## src/rtl/bsr_pkg.sv

```systemverilog
`default_nettype none
// ============================================================================
//  Package     : bsr_pkg
//  Description : Shared types and constants for the BSR block path: the
//                scheduler state encoding, the per-block descriptor, the
//                weight-block geometry and the weight byte-base helper.
//  Revision    : 1.0 - initial release
// ============================================================================
package bsr_pkg;

  // Address width of the row_ptr/col_idx BRAMs.
  localparam int BSR_ADDR_W = 10;

  // Weight block geometry: 14x14 INT8 padded to 25 beats of 8 bytes.
  localparam int BLK_BEATS  = 25;
  localparam int BEAT_BYTES = 8;

  typedef enum logic [2:0] {
    S_IDLE   = 3'd0,
    S_RD_P0  = 3'd1,
    S_RD_PN  = 3'd2,
    S_RD_COL = 3'd3,
    S_EMIT   = 3'd4,
    S_DONE   = 3'd5
  } sched_state_t;

  typedef struct packed {
    logic [15:0]           row;
    logic [15:0]           col;
    logic [BSR_ADDR_W-1:0] blk;
    logic [BSR_ADDR_W+6:0] wgt_base;
    logic                  last;
  } desc_t;

  // k*200 built from shifts (128+64+8); result wraps at the weight address width.
  function automatic logic [BSR_ADDR_W+6:0] wgt_base_200(input logic [BSR_ADDR_W-1:0] k);
    logic [BSR_ADDR_W+6:0] t7;
    logic [BSR_ADDR_W+6:0] t6;
    logic [BSR_ADDR_W+6:0] t3;
    t7 = {k, 7'b0};
    t6 = {1'b0, k, 6'b0};
    t3 = {4'b0, k, 3'b0};
    return t7 + t6 + t3;
  endfunction

endpackage
`default_nettype wire

```

## src/rtl/bsr_desc_skid.sv

```systemverilog
`default_nettype none
// ============================================================================
//  Module      : bsr_desc_skid
//  Description : Two-entry skid buffer for the descriptor stream. The
//                upstream ready depends only on the local fill count, so
//                the consumer's ready never feeds back into the scheduler
//                combinationally. Entries are held stable while stalled.
//  Revision    : 1.0 - initial release
// ============================================================================
module bsr_desc_skid #(
  parameter int DATA_W = 8
) (
  input  logic              clk,
  input  logic              rst_n,
  input  logic              in_valid_i,
  output logic              in_ready_o,
  input  logic [DATA_W-1:0] in_data_i,
  output logic              out_valid_o,
  input  logic              out_ready_i,
  output logic [DATA_W-1:0] out_data_o
);

  logic [DATA_W-1:0] mem_q [2];
  logic              wr_ptr_q;
  logic              rd_ptr_q;
  logic [1:0]        cnt_q;
  logic [1:0]        cnt_d;
  logic              w_push;
  logic              w_pop;

  assign in_ready_o  = (cnt_q != 2'd2);
  assign out_valid_o = (cnt_q != 2'd0);
  assign out_data_o  = mem_q[rd_ptr_q];
  assign w_push      = in_valid_i && in_ready_o;
  assign w_pop       = out_valid_o && out_ready_i;

  // Fill count follows push/pop; simultaneous push and pop leaves it unchanged.
  always_comb begin
    cnt_d = cnt_q;
    case ({w_push, w_pop})
      2'b10:   cnt_d = cnt_q + 2'd1;
      2'b01:   cnt_d = cnt_q - 2'd1;
      default: cnt_d = cnt_q;
    endcase
  end

  // Storage, pointers and count; everything clears on reset.
  always_ff @(posedge clk or negedge rst_n) begin
    if (!rst_n) begin
      for (int i = 0; i < 2; i++) mem_q[i] <= '0;
      wr_ptr_q <= 1'b0;
      rd_ptr_q <= 1'b0;
      cnt_q    <= 2'd0;
    end else begin
      if (w_push) begin
        mem_q[wr_ptr_q] <= in_data_i;
        wr_ptr_q        <= ~wr_ptr_q;
      end
      if (w_pop) rd_ptr_q <= ~rd_ptr_q;
      cnt_q <= cnt_d;
    end
  end

endmodule
`default_nettype wire

```

## src/rtl/bsr_block_sched.sv

```systemverilog
`default_nettype none
// ============================================================================
//  Module      : bsr_block_sched
//  Description : Walks the BSR row_ptr/col_idx BRAMs and emits one
//                descriptor (row, column, block index, weight byte base,
//                last flag) per non-zero block through a 2-entry skid.
//                Optional build macro BSR_SCHED_CHECK_EN enables row_ptr
//                monotonicity and column range checking with sticky error.
//  Revision    : 1.0 - initial release
// ============================================================================
module bsr_block_sched
  import bsr_pkg::*;
#(
  parameter int BRAM_ADDR_W = bsr_pkg::BSR_ADDR_W,  // must equal BSR_ADDR_W (descriptor field widths)
  parameter int BLK_BEATS   = bsr_pkg::BLK_BEATS,
  parameter int BEAT_BYTES  = bsr_pkg::BEAT_BYTES
) (
  input  logic                   clk,
  input  logic                   rst_n,
  input  logic                   start_i,
  input  logic [31:0]            csr_num_rows_i,
  input  logic [31:0]            csr_num_cols_i,
  output logic                   busy_o,
  output logic                   done_o,
  output logic                   error_o,
  output logic                   row_ptr_re_o,
  output logic [BRAM_ADDR_W-1:0] row_ptr_raddr_o,
  input  logic [31:0]            row_ptr_rdata_i,
  output logic                   col_idx_re_o,
  output logic [BRAM_ADDR_W-1:0] col_idx_raddr_o,
  input  logic [15:0]            col_idx_rdata_i,
  output logic                   desc_valid_o,
  input  logic                   desc_ready_i,
  output logic [15:0]            desc_row_o,
  output logic [15:0]            desc_col_o,
  output logic [BRAM_ADDR_W-1:0] desc_blk_o,
  output logic [BRAM_ADDR_W+6:0] desc_wgt_base_o,
  output logic                   desc_last_o
);

  localparam int BLK_BYTES = BLK_BEATS * BEAT_BYTES;

  sched_state_t state_q, state_d;
  logic [1:0]   phase_q, phase_d;     // BRAM wait sub-cycle inside RD_P0/RD_PN
  logic [31:0]  r_q, r_d;             // current block row
  logic [31:0]  k_q, k_d;             // current block index
  logic [31:0]  kend_q, kend_d;       // row_ptr[r+1]
  logic [31:0]  nnz_q, nnz_d;         // row_ptr[num_rows]: total block count
  logic [31:0]  nrows_q, nrows_d;
  logic [15:0]  col_q, col_d;         // col_idx held across skid stalls
  logic         col_fresh_q, col_fresh_d;
  logic         error_q, error_d;
  logic         busy_q, busy_d;

  logic         w_push;
  logic         w_skid_ready;
  logic [15:0]  w_col;
  logic [31:0]  w_r_inc;
  logic [31:0]  w_k_inc;
  logic         w_more_rows;
  logic         w_row_bad;
  logic         w_col_bad;
  logic [BRAM_ADDR_W+6:0] w_wgt;
  desc_t        w_desc;
  desc_t        w_out;

  // The col_idx word is on the BRAM output only in the first EMIT cycle.
  assign w_col       = col_fresh_q ? col_idx_rdata_i : col_q;
  assign w_r_inc     = r_q + 32'd1;
  assign w_k_inc     = k_q + 32'd1;
  assign w_more_rows = (w_r_inc < nrows_q);

`ifdef BSR_SCHED_CHECK_EN
  logic [31:0] ncols_q, ncols_d;
  assign w_row_bad = (row_ptr_rdata_i < k_q);
  assign w_col_bad = ({16'b0, w_col} >= ncols_q);
`else
  logic unused_cols;
  assign unused_cols = ^csr_num_cols_i;
  assign w_row_bad   = 1'b0;
  assign w_col_bad   = 1'b0;
`endif

  // Default geometry uses the shift form; other geometries fall back to a multiply.
  assign w_wgt = (BLK_BYTES == 200) ? wgt_base_200(k_q[BRAM_ADDR_W-1:0])
                                    : ({7'b0, k_q[BRAM_ADDR_W-1:0]} * BLK_BYTES[BRAM_ADDR_W+6:0]);

  // Descriptor for the block currently in EMIT.
  always_comb begin
    w_desc          = '0;
    w_desc.row      = r_q[15:0];
    w_desc.col      = w_col;
    w_desc.blk      = k_q[BRAM_ADDR_W-1:0];
    w_desc.wgt_base = w_wgt;
    // Last is the final block overall, so trailing empty rows do not hide it.
    w_desc.last     = (w_k_inc == kend_q) && (kend_q == nnz_q);
  end

  // State register and datapath registers.
  always_ff @(posedge clk or negedge rst_n) begin
    if (!rst_n) begin
      state_q     <= S_IDLE;
      phase_q     <= 2'd0;
      r_q         <= '0;
      k_q         <= '0;
      kend_q      <= '0;
      nnz_q       <= '0;
      nrows_q     <= '0;
      col_q       <= '0;
      col_fresh_q <= 1'b0;
      error_q     <= 1'b0;
      busy_q      <= 1'b0;
`ifdef BSR_SCHED_CHECK_EN
      ncols_q     <= '0;
`endif
    end else begin
      state_q     <= state_d;
      phase_q     <= phase_d;
      r_q         <= r_d;
      k_q         <= k_d;
      kend_q      <= kend_d;
      nnz_q       <= nnz_d;
      nrows_q     <= nrows_d;
      col_q       <= col_d;
      col_fresh_q <= col_fresh_d;
      error_q     <= error_d;
      busy_q      <= busy_d;
`ifdef BSR_SCHED_CHECK_EN
      ncols_q     <= ncols_d;
`endif
    end
  end

  // Next-state, BRAM read and descriptor push decode.
  always_comb begin
    state_d         = state_q;
    phase_d         = phase_q;
    r_d             = r_q;
    k_d             = k_q;
    kend_d          = kend_q;
    nnz_d           = nnz_q;
    nrows_d         = nrows_q;
    col_d           = col_q;
    col_fresh_d     = 1'b0;
    error_d         = error_q;
    busy_d          = busy_q;
`ifdef BSR_SCHED_CHECK_EN
    ncols_d         = ncols_q;
`endif
    row_ptr_re_o    = 1'b0;
    row_ptr_raddr_o = '0;
    col_idx_re_o    = 1'b0;
    col_idx_raddr_o = '0;
    w_push          = 1'b0;

    case (state_q)
      S_IDLE: begin
        if (start_i) begin
          nrows_d = csr_num_rows_i;
`ifdef BSR_SCHED_CHECK_EN
          ncols_d = csr_num_cols_i;
`endif
          r_d     = '0;
          phase_d = 2'd0;
          error_d = 1'b0;
          busy_d  = 1'b1;
          state_d = (csr_num_rows_i == 32'd0) ? S_DONE : S_RD_P0;
        end
      end

      // Fetch row_ptr[0] (start block) then row_ptr[num_rows] (block count).
      S_RD_P0: begin
        case (phase_q)
          2'd0: begin
            row_ptr_re_o = 1'b1;
            phase_d      = 2'd1;
          end
          2'd1: begin
            k_d             = row_ptr_rdata_i;
            row_ptr_re_o    = 1'b1;
            row_ptr_raddr_o = nrows_q[BRAM_ADDR_W-1:0];
            phase_d         = 2'd2;
          end
          default: begin
            nnz_d   = row_ptr_rdata_i;
            phase_d = 2'd0;
            state_d = S_RD_PN;
          end
        endcase
      end

      S_RD_PN: begin
        if (phase_q == 2'd0) begin
          row_ptr_re_o    = 1'b1;
          row_ptr_raddr_o = w_r_inc[BRAM_ADDR_W-1:0];
          phase_d         = 2'd1;
        end else begin
          kend_d  = row_ptr_rdata_i;
          phase_d = 2'd0;
          if (row_ptr_rdata_i > k_q) begin
            state_d = S_RD_COL;
          end else if (w_row_bad) begin
            error_d = 1'b1;
            state_d = S_DONE;
          end else begin
            r_d     = w_r_inc;
            state_d = w_more_rows ? S_RD_PN : S_DONE;
          end
        end
      end

      S_RD_COL: begin
        col_idx_re_o    = 1'b1;
        col_idx_raddr_o = k_q[BRAM_ADDR_W-1:0];
        col_fresh_d     = 1'b1;
        state_d         = S_EMIT;
      end

      S_EMIT: begin
        col_d = w_col;
        if (w_col_bad) begin
          error_d = 1'b1;
          state_d = S_DONE;
        end else begin
          w_push = 1'b1;
          if (w_skid_ready) begin
            k_d = w_k_inc;
            if (w_k_inc < kend_q) begin
              state_d = S_RD_COL;
            end else begin
              r_d     = w_r_inc;
              state_d = w_more_rows ? S_RD_PN : S_DONE;
            end
          end
        end
      end

      S_DONE: begin
        busy_d = 1'b0;
        if (!start_i) state_d = S_IDLE;
      end

      default: state_d = S_IDLE;
    endcase
  end

  bsr_desc_skid #(
    .DATA_W ($bits(desc_t))
  ) u_skid (
    .clk         (clk),
    .rst_n       (rst_n),
    .in_valid_i  (w_push),
    .in_ready_o  (w_skid_ready),
    .in_data_i   (w_desc),
    .out_valid_o (desc_valid_o),
    .out_ready_i (desc_ready_i),
    .out_data_o  (w_out)
  );

  assign desc_row_o      = w_out.row;
  assign desc_col_o      = w_out.col;
  assign desc_blk_o      = w_out.blk;
  assign desc_wgt_base_o = w_out.wgt_base;
  assign desc_last_o     = w_out.last;

  assign busy_o  = busy_q;
  assign done_o  = (state_q == S_DONE);
  assign error_o = error_q;

endmodule
`default_nettype wire
```

## config.mk

```make
export PLATFORM = sky130hd
export DESIGN_NAME = bsr_block_sched
export DESIGN_NICKNAME = d
export VERILOG_FILES = /design/src/rtl/bsr_pkg.sv /design/src/rtl/bsr_desc_skid.sv /design/src/rtl/bsr_block_sched.sv
export SDC_FILE = /design/constraint.sdc
export NUM_CORES = 1
export LEC_CHECK = 0
export CELL_PAD_IN_SITES_DETAIL_PLACEMENT = 2
export CELL_PAD_IN_SITES_GLOBAL_PLACEMENT = 2
export CORE_ASPECT_RATIO = 0.5
export CORE_UTILIZATION = 40
export CTS_CLUSTER_SIZE = 30
export DETAILED_ROUTE_END_ITERATION = 16
export DONT_BUFFER_PORTS = 1
export GPL_ROUTABILITY_DRIVEN = 1
export PLACE_DENSITY_LB_ADDON = 0.15
export SETUP_SLACK_MARGIN = 0.02
export SLEW_MARGIN = 40
export SYNTH_ARGS = -nofsm -noshare
export SYNTH_HDL_FRONTEND = slang
export SYNTH_HIERARCHICAL = 1
export SYNTH_SLANG_ARGS = --single-unit
```

## constraint.sdc

```tcl
create_clock -name clk -period 9.7 [get_ports clk]
set_input_delay 1.455 -clock clk [delete_from_list [all_inputs] [get_ports clk]]
set_output_delay 1.455 -clock clk [all_outputs]
set_load 0.01 [all_outputs]
```

==> flow_summary_export.csv <==
group,metric,value,unit
power_and_ir_drop,p_sw,2.66,mW
synth,ys.flop_type,"dfrtp_1",
timing,slew_violations,115,
power_and_ir_drop,p_per_area,322,nW/um^2
detailed_routing,vias,12788,
layout,utilization,43.6,%
clocking,htreeDepth,1,
layout,antenna_cells,0,
clocking,clockRootBuffer,"clkbuf_16",
detailed_routing,drt_pre_antenna_iters,4,
synth,syn_area,18400,sq um
job,drv_cap,0,
synth,synth-seq-cells,307,
worst_setup_path,cp_max_fo,17,
timing,hold_viol_final,0,
floorplanning,ios,202,
power_and_ir_drop,p_seq_share,35.0,%
worst_setup_path,path_buf_inv,1,
synth,yosys.area.top_type,"dfrtp_1",
timing,setup-violations-final,0,
detailed_routing,wl,52.6,mm
clocking,cts.sinks,307,
power_and_ir_drop,vdd_ir_drop_max,0.000157,V
outcome,status,"finished, violations left",
power_and_ir_drop,p_int,3.71,mW
synth,synth_seq_area_share,41.7,%
placed_design,portBuffers,0,
synth,synthArstFlopShare,100,%
power_and_ir_drop,power.share.clock,19.0,%
layout,final_cells,2287,
clocking,postCtsHoldBufs,0,
clocking,clk_pin_slew,0.06,ns
outcome,violations,"max-slew violations",
timing,slew_headroom,-6.61,%
worst_setup_path,slowest_stage,"dfrtp_1",
floorplanning,rows,55,
timing,worstMarginPinSlew,1.60,ns
floorplanning,core_area,45300,sq um
placed_design,place.gp.congestion,0.817,
detailed_routing,drc,0,
worst_setup_path,end_kind,"flop",
timing,rsz0062_at_grt,"no",
worst_setup_path,max_stage_delay,0.70,ns
grt,grt-ovfl-total,0,
worst_setup_path,critPathKind,"reg2reg",
timing,period_share,52.4,%
synth,synth_area_leaders,"dfrtp_1 (42%), mux2_4 (9.8%), ha_1 (7.9%), mux2_2 (7.5%), nand2_1 (3.6%)",
timing,skew,0.0170,ns
synth,synth_warnings,6,
synth,synth_top_area_share,41.7,%
clocking,clock_latency,0.59,ns
grt,grt_pass1_wl,83.9,mm
clocking,clk_path_buf_depth,3,
worst_setup_path,cp_data_required_time,10.17,ns
placed_design,placed_cells,2232,
detailed_routing,ant_nets,0,
floorplanning,dieArea,47000,sq um
grt,gr-usage-all-layers,22.5,%
floorplanning,start_util,40.7,%
clocking,cts.repair.resized,0,
power_and_ir_drop,netSwitchingFraction,41.7,%
synth,synth_cells,1692,
detailed_routing,via_per_inst,5.59,
synth,synth_cell_type_count,83,
clocking,numCtsBuffers,31,
worst_setup_path,path_cells,"ha_1 > nand3_2 > nor2_4 > nand4_4 > or3_1 > nor3_1 > xnor2_1 > ha_1 > nand4_1 > nor3_1 > inv_1 > o221ai_1 > a211o_1 > nand4_2 > o31ai_1",
clocking,postCtsSetupRepairBufs,0,
worst_setup_path,cp_top_family,"simple AND/OR/NAND/NOR gates",
synth,syn_avg_cell_area,10.9,sq um
grt,grt_max_degree,308,
power_and_ir_drop,pwr-share-comb,45.9,%
synth,synth-edff-count,0,
grt,antenna_found_initial,1,
layout,nets,1907,
timing,hold_ws,0.502,ns
worst_setup_path,crit_path_start_kind,"flop",
detailed_routing,drt-wirelength-per-cell,23.0,um
timing,setup_tns,0,ns
timing,fin_crit,5.08,ns
grt,grt_pass1_vias,14575,
power_and_ir_drop,p_leak,9.15,nW
clocking,cts_tree,"built",
layout,area_growth,7.32,%
detailed_routing,drtIter0Drc,552,
hold_path,min-delay-path-class,"reg2reg",
timing,fmaxAchievable,197,MHz
worst_setup_path,arrival,5.55,ns
placed_design,hpwl,37.5,mm
layout,drive_gt1_share,20.7,%
floorplanning,die_y,154,um
floorplanning,fp.dieW,306,um
area by class of cell:
type / count / area (sq um)
clock buffer: 43 / 861
clock inverter: 12 / 124
fill: 4617 / 25600
inverter: 117 / 439
multi-input combinational: 1198 / 9830
sequential: 307 / 7680
tap: 598 / 748
timing repair buffer: 12 / 93.8
cell usage after synthesis, types with 7 or more instances:
cell type,n
mux2i_1,13
xor2_1,46
o22ai_1,11
a31oi_1,11
o21ai_0,125
nand2b_1,9
and3_1,18
nor3_1,24
buf_2,26
mux2_4,120
a21oi_1,68
nand4_1,25
inv_1,116
dfrtp_1,307
nor4_1,18
fa_1,7
mux2_2,122
clkbuf_1,31
o21ai_1,12
nand2_1,177
nand3_1,29
ha_1,117
a21o_1,17
o31ai_1,15
nor2_1,49
buf_12,7
xnor2_1,58
logic make-up after synthesis:
group / count (synthesis) / synth area share, %
AND/OR/NAND/NOR: 400 / 11.4
flip-flops: 307 / 41.7
AO/OA/AOI/OAI: 303 / 9.81
multiplexers: 259 / 18.2
buffers and inverters: 193 / 5.21
adder cells (fa/ha/maj): 124 / 8.70
XOR/XNOR: 105 / 5.03
other: 1 / 0.0203
power by group through the flow:
| stage | clock [mW] | combinational, mW | sequential, mW |
|---|---|---|---|
| 6_report | 1.21 | 2.92 | 2.23 |
| 5_1_grt | 1.30 | 3.25 | 2.30 |
| 4_1_cts | 1.25 | 2.97 | 2.24 |
| 3_5_place_dp | 0 | 2.94 | 2.25 |
| 3_3_place_gp | 0 | 2.75 | 2.19 |
| 2_1_floorplan | 0 | 2.29 | 2.04 |
routing by layer:
layer	part of all wire (%)	track usage, %	wire length (um)
met1	45	29.0	23600
met2	50	39.7	26400
met3	2.7	3.27	1440
met4	2.2	5.34	1170
met5	0	0	0
path summary, 6_finish.rpt:
path	from	to	slack, ns	cells past startpoint
hold reg to reg	u_skid/wr_ptr_q	u_skid/wr_ptr_q	0.50	1
max in group asynchronous	rst_n	state_q[0]	7.81	0
setup reg to reg	k_q[2]	r_q[12]	4.62	15
setup / recovery	k_q[2]	r_q[12]	4.62	15
hold / removal	u_skid/wr_ptr_q	u_skid/wr_ptr_q	0.50	1
min in group asynchronous	rst_n	kend_q[17]	0.57	0
per-stage QoR:
stage	instance area, sq um	worst slack [ns]	total power, mW
after floorplan	18500	5.80	4.33
after global placement	18800	4.71	4.94
after detailed placement	18800	4.54	5.19
after CTS	19800	4.53	6.46
after global routing	19800	4.17	6.85
final	19800	4.62	6.37
cell usage in the layout, fill, tap and decap left out, drive strengths merged, types with 10 or more instances in the layout:
cell | netlist | layout
nor4 | 20 | 20
clkbuf | 31 | 43
xor2 | 46 | 46
a21o | 17 | 17
o21ai | 138 | 138
mux2 | 246 | 246
nand4 | 30 | 30
and3 | 22 | 22
inv | 117 | 118
nand2 | 180 | 180
nand3 | 36 | 36
mux2i | 13 | 13
a31oi | 11 | 11
a21oi | 69 | 69
nand2b | 10 | 10
nor2 | 51 | 51
nor3 | 29 | 29
dfrtp | 307 | 307
buf | 45 | 12
o22ai | 12 | 12
ha | 117 | 117
o31ai | 17 | 17
xnor2 | 59 | 59
state kept, by name, summed over array words and instances, names as in the netlist:
signal,count
busy_o,1
col_fresh_q,1
col_q,16
k_q,32
kend_q,32
nnz_q,32
nrows_q,32
phase_q,2
r_q,32
state_q,3
u_skid/cnt_q,2
u_skid/mem_q,120
u_skid/rd_ptr_q,1
u_skid/wr_ptr_q,1
(Power assumes the default switching activity.)
